<file path="config.mk">
export PLATFORM = sky130hd
export DESIGN_NAME = uart_rx_frame_ctrl_flat
export DESIGN_NICKNAME = d
export VERILOG_FILES = /design/src/rtl/uart_rx_frame_ctrl_if.sv /design/src/rtl/uart_rx_frame_ctrl.sv /design/src/flat_wrapper.sv
export SDC_FILE = /design/constraint.sdc
export NUM_CORES = 1
export LEC_CHECK = 0
export ABC_AREA = 0
export CORE_MARGIN = 3
export CORE_UTILIZATION = 55
export DETAILED_ROUTE_END_ITERATION = 10
export GPL_TIMING_DRIVEN = 0
export HOLD_SLACK_MARGIN = 0.03
export PLACE_DENSITY_LB_ADDON = 0.3
export SLEW_MARGIN = 10
export SYNTH_ARGS = -nofsm -noshare
export SYNTH_HDL_FRONTEND = slang
export SYNTH_SLANG_ARGS = --single-unit
export TNS_END_PERCENT = 1
</file>
<file path="constraint.sdc">
create_clock -name clk -period 2.9 [get_ports clk]
set_input_delay 0.58 -clock clk [delete_from_list [all_inputs] [get_ports clk]]
set_output_delay 0.58 -clock clk [all_outputs]
set_load 0.005 [all_outputs]
</file>
<file path="src/rtl/uart_rx_frame_ctrl_if.sv">
// Signal bundle between the UART RX frame controller, the serial line side and
// the downstream parity checker. The controller uses the master modport.
interface uart_rx_frame_ctrl_if #(
  parameter int DATA_W  = 8,
  parameter int PRESC_W = 6
) ();
  logic               rx_in;
  logic [PRESC_W-1:0] prescale;
  logic               parity_en;
  logic               parity_type;
  logic               parity_error;
  logic [DATA_W-1:0]  data_out;
  logic               parity_bit_out;
  logic               par_load;
  logic               par_chk_en;
  logic               data_valid;
  logic               parity_err;
  logic               stop_err;

  modport master (
    input  rx_in, prescale, parity_en, parity_type, parity_error,
    output data_out, parity_bit_out, par_load, par_chk_en,
           data_valid, parity_err, stop_err
  );

  modport slave (
    output rx_in, prescale, parity_en, parity_type, parity_error,
    input  data_out, parity_bit_out, par_load, par_chk_en,
           data_valid, parity_err, stop_err
  );
endinterface

</file>
<file path="src/rtl/uart_rx_frame_ctrl.sv">
// UART RX frame controller: start detect with glitch rejection, majority-of-3
// bit sampling, parity checker strobes and per-frame status pulses.
// Optional macro UART_RX_SYNC_EN adds a 2-flop synchronizer on rx_in.
module uart_rx_frame_ctrl #(
  parameter int DATA_W  = 8,
  parameter int PRESC_W = 6
) (
  input  logic                clk,
  input  logic                reset,
  uart_rx_frame_ctrl_if.master bus
);

  localparam int BIT_W = (DATA_W > 1) ? $clog2(DATA_W) : 1;
  localparam logic [BIT_W-1:0] LAST_BIT = BIT_W'(DATA_W - 1);

  typedef enum logic [2:0] {IDLE, START, DATA, PARITY, STOP} state_t;

  state_t             state_q, state_d;
  logic               rx;
  logic [PRESC_W-1:0] p_q;
  logic [PRESC_W-1:0] edge_cnt;
  logic [PRESC_W-1:0] half;
  logic [BIT_W-1:0]   bit_cnt;
  logic               samp_p0, samp_p1;
  logic               maj, stop_bit_q, stop_now, par_bad;
  logic               at_early, at_mid, at_late, at_end;
  logic               frame_done, par_load_c;
  logic [DATA_W-1:0]  data_q;
  logic               parity_bit_q;
  logic               data_valid_q, parity_err_q, stop_err_q;

  function automatic logic maj3(input logic a, input logic b, input logic c);
    return (a & b) | (a & c) | (b & c);
  endfunction

`ifdef UART_RX_SYNC_EN
  logic sync_p0, sync_p1;

  always_ff @(posedge clk or negedge reset) begin
    if (!reset) begin
      sync_p0 <= 1'b1;
      sync_p1 <= 1'b1;
    end else begin
      sync_p0 <= bus.rx_in;
      sync_p1 <= sync_p0;
    end
  end

  assign rx = sync_p1;
`else
  assign rx = bus.rx_in;
`endif

  assign half     = p_q >> 1;
  assign at_early = (edge_cnt == half - PRESC_W'(1));
  assign at_mid   = (edge_cnt == half);
  assign at_late  = (edge_cnt == half + PRESC_W'(1));
  assign at_end   = (edge_cnt == p_q - PRESC_W'(1));
  assign maj      = maj3(samp_p0, samp_p1, rx);
  // With the smallest prescale the stop decision and the bit end coincide.
  assign stop_now = at_late ? maj : stop_bit_q;
  assign par_bad  = bus.parity_en & bus.parity_error;

  always_comb begin
    state_d    = state_q;
    par_load_c = 1'b0;
    frame_done = 1'b0;
    unique case (state_q)
      IDLE:   if (!rx) state_d = START;
      START: begin
        if (at_late && maj)  state_d = IDLE;
        else if (at_end)     state_d = DATA;
      end
      DATA:   if (at_end && bit_cnt == LAST_BIT)
                state_d = bus.parity_en ? PARITY : STOP;
      PARITY: if (at_end) begin
                par_load_c = 1'b1;
                state_d    = STOP;
              end
      STOP:   if (at_end) begin
                frame_done = 1'b1;
                state_d    = IDLE;
              end
      default: state_d = IDLE;
    endcase
  end

  // Control: state, bit timing counters and latched prescale
  always_ff @(posedge clk or negedge reset) begin
    if (!reset) begin
      state_q  <= IDLE;
      edge_cnt <= '0;
      bit_cnt  <= '0;
      p_q      <= '0;
    end else begin
      state_q <= state_d;
      if (state_q == IDLE) begin
        edge_cnt <= (state_d == START) ? PRESC_W'(1) : '0;
        if (state_d == START) p_q <= bus.prescale;
      end else if (state_d == IDLE || at_end) begin
        edge_cnt <= '0;
      end else begin
        edge_cnt <= edge_cnt + PRESC_W'(1);
      end
      if (state_q != DATA) bit_cnt <= '0;
      else if (at_end)     bit_cnt <= bit_cnt + BIT_W'(1);
    end
  end

  // Sampling and captured frame contents
  always_ff @(posedge clk or negedge reset) begin
    if (!reset) begin
      samp_p0      <= 1'b0;
      samp_p1      <= 1'b0;
      data_q       <= '0;
      parity_bit_q <= 1'b0;
      stop_bit_q   <= 1'b0;
    end else begin
      if (state_q != IDLE && at_early) samp_p0 <= rx;
      if (state_q != IDLE && at_mid)   samp_p1 <= rx;
      if (at_late) begin
        case (state_q)
          DATA:    data_q[bit_cnt] <= maj;
          PARITY:  parity_bit_q    <= maj;
          STOP:    stop_bit_q      <= maj;
          default: ;
        endcase
      end
    end
  end

  // Status pulses, one cycle after the stop bit ends
  always_ff @(posedge clk or negedge reset) begin
    if (!reset) begin
      data_valid_q <= 1'b0;
      parity_err_q <= 1'b0;
      stop_err_q   <= 1'b0;
    end else begin
      data_valid_q <= frame_done & stop_now & ~par_bad;
      parity_err_q <= frame_done & stop_now & par_bad;
      stop_err_q   <= frame_done & ~stop_now;
    end
  end

  assign bus.data_out       = data_q;
  assign bus.parity_bit_out = parity_bit_q;
  assign bus.par_load       = par_load_c;
  assign bus.par_chk_en     = (state_q == STOP);
  assign bus.data_valid     = data_valid_q;
  assign bus.parity_err     = parity_err_q;
  assign bus.stop_err       = stop_err_q;

endmodule

</file>
<file path="src/flat_wrapper.sv">
// flat-port wrapper written by rule: the top's interface ports become plain ports
module uart_rx_frame_ctrl_flat 
#(
  parameter int DATA_W  = 8,
  parameter int PRESC_W = 6
)
  (clk, reset, bus_rx_in, bus_prescale, bus_parity_en, bus_parity_type, bus_parity_error, bus_data_out, bus_parity_bit_out, bus_par_load, bus_par_chk_en, bus_data_valid, bus_parity_err, bus_stop_err);
  uart_rx_frame_ctrl_if #(.DATA_W(DATA_W), .PRESC_W(PRESC_W)) bus_i ();
  input  logic clk;
  input  logic reset;
  input wire logic [$bits(bus_i.rx_in)-1:0] bus_rx_in;
  input wire logic [$bits(bus_i.prescale)-1:0] bus_prescale;
  input wire logic [$bits(bus_i.parity_en)-1:0] bus_parity_en;
  input wire logic [$bits(bus_i.parity_type)-1:0] bus_parity_type;
  input wire logic [$bits(bus_i.parity_error)-1:0] bus_parity_error;
  output wire logic [$bits(bus_i.data_out)-1:0] bus_data_out;
  output wire logic [$bits(bus_i.parity_bit_out)-1:0] bus_parity_bit_out;
  output wire logic [$bits(bus_i.par_load)-1:0] bus_par_load;
  output wire logic [$bits(bus_i.par_chk_en)-1:0] bus_par_chk_en;
  output wire logic [$bits(bus_i.data_valid)-1:0] bus_data_valid;
  output wire logic [$bits(bus_i.parity_err)-1:0] bus_parity_err;
  output wire logic [$bits(bus_i.stop_err)-1:0] bus_stop_err;
  assign bus_i.rx_in = bus_rx_in;
  assign bus_i.prescale = bus_prescale;
  assign bus_i.parity_en = bus_parity_en;
  assign bus_i.parity_type = bus_parity_type;
  assign bus_i.parity_error = bus_parity_error;
  assign bus_data_out = bus_i.data_out;
  assign bus_parity_bit_out = bus_i.parity_bit_out;
  assign bus_par_load = bus_i.par_load;
  assign bus_par_chk_en = bus_i.par_chk_en;
  assign bus_data_valid = bus_i.data_valid;
  assign bus_parity_err = bus_i.parity_err;
  assign bus_stop_err = bus_i.stop_err;
  uart_rx_frame_ctrl #(.DATA_W(DATA_W), .PRESC_W(PRESC_W)) u_core (.clk(clk), .reset(reset), .bus(bus_i));
endmodule
</file>
==> results <==
- The sequential area share after synthesis is about 40%.
- The most common flop cell mapped by yosys is dfrtp_1.
- Derived from the worst setup path, the maximum achievable clock frequency is 0.355 GHz.
- The critical path is of the register to primary output type.
- Setup repair after global routing left no endpoint under its margin.
- The highest fanout seen on the critical path is 11.
- The die outline width is about 67 µm.
- The TritonCTS clock tree is done.
- The endpoint arrival time on the critical path is 2.24 ns.
- Yosys mapped the design onto 44 distinct sky130hd cell types.
- The row count is 21.
- The mean instance size in the synthesized netlist is ~10 µm².
- The number of antenna violations at the first check in global routing is 0.
- The time the final worst path needs with I/O delays and setup is between 2 and 3 ns.
- The count of final hold-check violations came to 0.
- Counting both buffers and inverters, the worst setup path holds a total of 3.
- The later pin in the worst-skew pair is clocked with a latency of about 0.29 ns.
- The required time of the critical path is 2.32 ns.
- The actual transition at the worst max-transition pin is ~0.73 ns.
- The share of layout cells above drive strength 1 is 22.2%.
- The die covers ~4500 µm².
- The longest clock path from root to sink contains 2 buffers.
- The detail route stage leaves a number of antenna-violating nets equal to 0.
- After detailed routing, the number of vias per cell comes to between 5 and 6.
- The normalized max-slew margin is between 50% and 60%.
- For this configuration, the core starts out at a cell density of around 59%.
- The via count of the first global-routing pass is 1606.
- The reg-to-reg endpoint is u_core.bus.data_out[5].
- The count of yosys warnings during synthesis is 0.
- Measured along the y axis, the die boundary spans between 60 and 70 µm.
- The first detailed-routing pass took 4 iterations.
- For the final database, setup skew stands at around 0.0086 ns.
- The root buffer cell chosen for the clock tree is clkbuf_8.
- The count of cells in the finished layout, fillers not included, comes to roughly 290.
- The reported max-cap violation count is 0.
- The cell leakage power is between 1 and 1.5 nW.
- The post-CTS clock slew at the launch and capture registers of the worst setup and hold paths is roughly 0.070 ns.
- In the final design database the tool counted between 200 and 300 nets.
- The run finished with clean final reports.
- The count of endpoints failing setup in the final report is 0.
- The worst hold path belongs to the class input port to async pin.
- The library cell with the largest summed area after synthesis is dfrtp_1.
- The area growth from synthesis to layout is 22.3%.
- The mean routed wirelength per cell is between 15 and 20 µm.
- In the post-synthesis netlist, the biggest area contributors are dfrtp_1, xor2_1, mux2_2.
- The reg2reg setup slack is between 0.2 and 0.25 ns.
- Global routing used roughly 22% of the available tracks across all layers.
- Yosys instantiated no cell more often than dfrtp_1.
- The max-slew violation total from the final report is 0.
- The post-synthesis async set-or-reset flop share is between 90% and 100%.
- The synthesized netlist net count is around 220.
- The first global-routing pass estimated 7550 µm of wire.
- The kind of capture point of the worst setup path is a primary output.
- In this run the count of I/O pins placed on the die edge is 26.
- Entering global routing, the biggest net connects 34 pins.
- The worst register-to-register path begins at u_core.p_q[1].
- On the worst path, the slowest cell contributes a delay of 0.55 ns.
- The commonest cells after synthesis are dfrtp_1, nor2_1, xor2_1.
- Wires add up to approximately 4400 µm.
- The ratio of total power to cell area is 918 nW/µm².
- The number of antenna repair diodes is 0.
- The worst-case IR drop observed on VDD is between 0.6 and 0.7 mV.
- The total grt overflow is 0.
- The wire-length estimate of the detail-placed layout is 3030 µm.
- The number of instances in the placed design is 273.
- Hold is met by about 0.35 ns.
- The initial DRC count is roughly 150.
- The top cell type's share of synthesized area is around 40%.
- The routed layout has around 1600 vias.
- The critical path goes through inv_4 -> ha_2 -> xor2_1 -> nand3_1 -> or4_4 -> buf_6 -> nor2_2 -> buf_2.
- The post-synthesis instance area is 2050 µm².
- The area of the placeable core is ~3500 µm².
- STA classifies the critical path startpoint as a register.
- For this run, design rule violations remaining after detail routing come to 0.
- The deepest level of the CTS H-tree is 2.
- The final weighted congestion in routability-driven placement is slightly above 0.9.
- The number of instances in the synthesized netlist is 203.
- The number of fill cells in the layout is 259.
- Port buffering added 24 buffers.
- The master of the slowest instance on the critical path is or4_4.
- The number of sinks driven by the clock tree is 33.
- The synthesized design contains 0 enable-type register cells.
- In this run, CTS created clock tree buffers numbering 5.
- Of the available clock period, the critical path in the final layout requires a little over nine tenths.
- In this design, the largest share of critical-path delay is due to simple AND/OR/NAND/NOR gates.
- The synthesis-stage register bit count is 33.
- The depth of the most critical reg-to-reg path is 9.
## worst max-delay path by stage
stage / from / to / depth (start not counted)
global route: u_core.p_q[1] / bus_par_load / 8
CTS: u_core.p_q[2] / bus_par_load / 9
finish: u_core.p_q[1] / bus_par_load / 8
floorplan: u_core.p_q[2] / bus_par_load / 10
detailed placement: u_core.p_q[2] / bus_par_load / 11
global placement: u_core.p_q[2] / bus_par_load / 11
## layout by cell type, fill, tap and decap left out, types with 2 or more instances in the layout
cell and n:
ha_2 2, ha_1 4, inv_4 2, nand3_1 10
xnor2_1 7, dfrtp_1 31, buf_6 4, a31oi_1 4
clkbuf_8 5, dfrtp_2 2, inv_1 9, buf_2 4
mux2_2 9, o21ai_0 4, nand2_1 15, nor2_1 21
nor3_1 5, buf_4 8, nand4b_1 2, clkdlybuf4s50_1 22
nor2b_1 3, mux2i_1 2, xor2_1 17, nor4_1 3
nor4_2 4, nor3b_1 2, mux2_1 6, and3b_1 2
nand2b_1 3, clkbuf_1 3
## flip-flops by register name (all words and copies together), names as in the netlist
signal                     count
u_core.p_q                     6
u_core.bus.stop_err            1
u_core.bus.data_valid          1
u_core.bit_cnt                 3
u_core.samp_p1                 1
u_core.edge_cnt                6
u_core.bus.parity_err          1
u_core.state_q                 3
u_core.bus.data_out            8
u_core.bus.parity_bit_out      1
u_core.stop_bit_q              1
u_core.samp_p0                 1
## logic make-up after synthesis
logic type	share of synthesized area, %
AO/OA/AOI/OAI	9.94
XOR/XNOR	10.2
AND/OR/NAND/NOR	19.8
buffers and inverters	5.79
flip-flops	40.2
adder cells (fa/ha/maj)	4.76
multiplexers	9.21
## per-layer routing
metal  track usage, %  up-vias  share of wire (%)
li1                 -      781                  -
met1             29.4      773                 46
met2             35.7       47                 47
met3             5.56       11                4.5
met4             7.59        0                1.7
met5                0        -                  0
## per-stage QoR
stage               setup slack, ns  total power [mW]  instance area [µm²]  utilization, %  TNS (ns)
CTS                          0.0996              2.27                 2510            72.3         0
global route                0.00337              2.47                 2510            72.4         0
detailed placement           -0.528              1.82                 2340            67.6    -0.528
floorplan                     0.177              1.57                 2050               -         0
finish                       0.0792              2.30                 2510            72.4         0
global placement             -0.497              1.78                 2350            67.7    -0.497
## where the power goes
part | total, mW | switching (mW) | internal (mW) | leakage [nW]
clock | 0.318 | 0.160 | 0.158 | 0.0399
sequential | 0.679 | 0.106 | 0.572 | 0.432
combinational | 1.31 | 0.713 | 0.595 | 0.630
total | 2.30 | 0.979 | 1.32 | 1.10
## layout make-up
cell class	instances	area [µm²]	share of cell area, %
inverters	11	46.3	1.84
plain buffers	10	67.6	2.69
clock buffers	5	68.8	2.74
flip-flops and latches	33	828	33.0
clock inverters	1	5.00	0.199
repair buffers	32	294	11.7
well taps	46	57.6	2.29
multi-input cells	147	1140	45.5
## timing repair
action | in CTS | in global routing
setup endpoints to repair | 1 | 1
gates resized for setup | 21 | 1
gates cloned | 0 | 0
buffers inserted | 8 | 0
hold buffers | 0 | 0
pin swaps | 3 | 0
No activity file was read; power rests on OpenSTA's default activity.
==> RTL edit 1, RTL diff (same settings) <==
`DATA_W` is set to 8 in 3 places; all go to 16.
--- a/src/rtl/uart_rx_frame_ctrl_if.sv
+++ b/src/rtl/uart_rx_frame_ctrl_if.sv
@@ -3,3 +3,3 @@
 interface uart_rx_frame_ctrl_if #(
-  parameter int DATA_W  = 8,
+  parameter int DATA_W  = 16,
   parameter int PRESC_W = 6
--- a/src/rtl/uart_rx_frame_ctrl.sv
+++ b/src/rtl/uart_rx_frame_ctrl.sv
@@ -4,3 +4,3 @@
 module uart_rx_frame_ctrl #(
-  parameter int DATA_W  = 8,
+  parameter int DATA_W  = 16,
   parameter int PRESC_W = 6
--- a/src/flat_wrapper.sv
+++ b/src/flat_wrapper.sv
@@ -3,3 +3,3 @@
 #(
-  parameter int DATA_W  = 8,
+  parameter int DATA_W  = 16,
   parameter int PRESC_W = 6
Interface: changed (resized bus_data_out); port bits go from 26 to 34. The function was not compared with the original's and may differ.
==> RTL edit 1 against the unedited design <==
  * First-iteration DRC count decreased by 28%
  * Cell area increased by 29%
  * Largest cell class unchanged
  * Area after synthesis increased by 28%
  * Critical path depth increased by 1
  * Hold slack got worse by 0.13 ns
  * Sequential cell count increased by 9
  * Routed wire length increased by 32%
  * Sequential share of layout area decreased by 0.39 points
  * Clock power increased by 21%
  * Count of clock-buffer cells in the layout increased by 2
  * Final cell count increased by 25%
  * Critical path type unchanged
  * Worst setup slack improved by 0.25 ns
  * Power increased by 24%
  * Die area increased by 25%
==> RTL edit 1: results (changes against the unedited design) <==
- Drt via density: 6.06 (+7.2%)
- Number of global-route vias before repair: 2029 (+26%)
- Mux share of post-synthesis cell area: 9.86% (+0.65 points)
- Post-Synth Adder-Cell Area: 4.67% (-0.087 points)
- Iter 0 DRT Violations: 111 (-28%)
- Worst-path maximum fanout: 4 (-7)
- Clk_skew: 0.00489 ns (-0.00373 ns)
- Hold slack: 0.218 ns (-0.128 ns)
- Dpl hpwl: 4070 um (+34%)
- Worst EP arrival: 1.99 ns (-0.25 ns)
- Status: finished, final reports clean
- First-pass GRT wire length: 9610 um (+27%)
- Register area: 0.00105 sq mm (+27%)
- Synth cell types: 52 (+18%)
- Nonclk buf count: 55 (+31%)
- Dpl ws: -0.326 ns (+0.202 ns)
- Peak VDD IR: 0.000548 V (-14%)
- Clock-cell share of area: 2.83% (-0.11 points)
- Max reg flops: 16 (+8)
- Synth Register Bits: 42 (+27%)
- Gpl congestion: 0.873 (-3.9%)
- Nets@finish: 324 (+25%)
- Inverter count: 7 (-4)
- Layout cells sized above 1: 24.3% (+2.2 points)
- Global-route usage over all layers: 22.0% (-0.37 points)
RTL edit 1: metal layers:
metal	vias up	GRT usage [%]	wire [um]
met5	-	0	0
met4	0	6.32	104
met2	60	34.9	2730
li1	1033	-	-
met3	14	4.54	272
met1	1051	30.4	2690
RTL edit 1: per-stage QoR:
step | std cells | area [sq um]
floorplan | 257 | 2630
global placement | 341 | 3010
detailed placement | 342 | 3030
CTS | 356 | 3220
global route | 356 | 3230
finish | 356 | 3230
RTL edit 1: worst max-delay path: cells and delay by family (launching register included):
kind | cells | cell delay, ns
AOI/OAI and AO/OA | 2 | 0.34
adders and majority gates | 1 | 0.20
buffers and inverters | 3 | 0.40
DFF | 1 | 0.42
and+or+nand+nor | 3 | 0.34
RTL edit 1: power breakdown:
| group | switching [mW] | internal, mW | total, mW |
|---|---|---|---|
| sequential | 0.0945 | 0.691 | 0.785 |
| clock | 0.194 | 0.192 | 0.386 |
| combinational | 0.991 | 0.686 | 1.68 |
| total | 1.28 | 1.57 | 2.85 |
==> RTL edit 2, RTL diff (same flow settings) <==
Made on the original files. The 5 states of `state_t` get a one-hot encoding in 5 bits.
--- a/src/rtl/uart_rx_frame_ctrl.sv
+++ b/src/rtl/uart_rx_frame_ctrl.sv
@@ -15,3 +15,3 @@
 
-  typedef enum logic [2:0] {IDLE, START, DATA, PARITY, STOP} state_t;
+  typedef enum logic [4:0] {IDLE = 5'b00001, START = 5'b00010, DATA = 5'b00100, PARITY = 5'b01000, STOP = 5'b10000} state_t;
 
Formal check against the unedited RTL: same outputs for any inputs over 10 cycles, from zero or initial values and one cycle with reset low; not proved beyond that.
==> RTL edit 2 against the unedited design <==
  * Maximum frequency is 0.33% higher
  * Routed wire length up 0.93%
  * Sequential cell count increased by 2
  * Power down 13%
  * Register-to-register slack worse by 0.12 ns
  * Area after synthesis increased by 2.4%
  * Cell area rose by 1.5%
  * Critical path depth rose by 1
  * Critical endpoint is now u_core.bus.data_out[2]
  * Worst setup slack gained 0.0094 ns
==> RTL edit 2: results (changes against the unedited design) <==
- Commonest cells post-synth: 34 x dfrtp_1, 20 x nor2_1, 15 x mux2_1, 14 x nand2_1, 13 x xnor2_1
- Peak VDD IR: 0.000511 V (-20%)
- Clk_lat worst skew: 0.29 ns (about the same)
- Worst Setup SP: u_core.p_q[2]
- H-tree levels: 2 (unchanged)
- Placed cells: 276 (+1.1%)
- Crit-path max cell delay: 0.40 ns (-0.15 ns)
- Met1 Use GR: 27.6% (-1.8 points)
- Worst-path clk slew: 0.07 ns (about the same)
- Mux share of post-synthesis cell area: 9.95% (+0.74 points)
- Hold slack: 0.364 ns (+0.0187 ns)
- Top cell family by delay on the critical path: simple AND/OR/NAND/NOR gates
- Worst EP arrival: 2.97 ns (+0.73 ns)
- Worst Tran Pin Value: 0.781 ns (+0.0472 ns)
- Avg Cell Area, Syn: 10.2 sq um (+0.89%)
- Pin count of the biggest net entering global routing: 36 (+5.9%)
- First-pass DRT Iterations: 4 (unchanged)
- Clk_skew: 0.00771 ns (-0.000901 ns)
- Synth cell types: 45 (+2.3%)
- GRT met2 Usage: 33.8% (-1.9 points)
- Synth top area cells: dfrtp_1 41%, mux2_1 8.0%, xnor2_1 5.4%, ha_1 4.2%, nor4_2 4.2%
- M3 GR Usage: 4.99% (-0.57 points)
- LEAKAGE: 1.11 nW (+0.51%)
- Main synth FF type: dfrtp_1
- Routed wire per std cell: 15.5 um (+0.23%)
- Clock power share: 17.0% (+3.2 points)
- Drt via density: 5.62 (-0.70%)
- Nets@finish: 259 (unchanged)
- Slowest cell on crit path: or4_1
- First-pass GRT wire length: 7040 um (-6.8%)
- Post-Syn Nets: 225 (+1.4%)
- Xor/xnor share of the synthesized area: 10.9% (+0.66 points)
- Post-Synth Adder-Cell Area: 4.65% (-0.11 points)
- Layout cells sized above 1: 14.1% (-8.1 points)
- Root Buffer: clkbuf_8
- Dpl hpwl: 2980 um (-1.8%)
- Global-route usage over all layers: 20.9% (-1.5 points)
- Met1 wire length: 2010 um (-1.4%)
- R2R depth: 9 (unchanged)
- Switching power of the nets: 819 uW (-16%)
- Placed Area: 0.00239 sq mm (+2.1%)
- Worst-path maximum fanout: 10 (-1)
- Status: finished, final reports clean
- Clk. pwr: 341 uW (+7.2%)
- Critical Path End: u_core.bus.data_out[2]
- Gpl congestion: 0.873 (-3.8%)
- Comb. pwr: 993 uW (-24%)
- Number of global-route vias before repair: 1494 (-7.0%)
- Routed length on met2: 2140 um (+2.5%)
- Compound-Gate Fraction of Synth Area: 6.97% (-3.0 points)
- Dpl ws: -0.514 ns (+0.0137 ns)
- Iter 0 DRT Violations: 97 (-37%)
- Routed wire length: 4450 um (+0.93%)
- Final WS setup: 0.0886 ns (+0.00938 ns)
- Total length of routed met3 wires: 207 um (+4.0%)
- Sequential-to-total area share from yosys stat: 41.8% (+1.5 points)
RTL edit 2: cell types whose count changed after synthesis, moves of 3 or more:
cell	before	now
mux2_1	6	15
mux2_2	9	0
xor2_1	17	10
xnor2_1	7	13
a21oi_1	0	5
inv_1	11	7
o21ai_1	1	5
clkbuf_1	3	6
nand4_1	0	3
nor4_2	4	7
o21ai_0	4	1
RTL edit 2: what timing repair did:
| item | 4_1_cts | 5_1_grt |
|---|---|---|
| gates cloned | 0 | 0 |
| pin swaps | 2 | 2 |
| resized for setup | 15 | 3 |
| setup buffers | 4 | 0 |
| endpoints found under the setup margin | 1 | 2 |
RTL edit 2: layout make-up:
type                            count  area, sq um
Multi-Input combinational cell    153         1180
Fill cell                         256          946
Sequential cell                    35          878
Timing Repair Buffer               28          260
Clock buffer                        7         76.3
Buffer                             10         61.3
Tap cell                           46         57.6
Inverter                            7         26.3
Clock inverter                      1         5.00
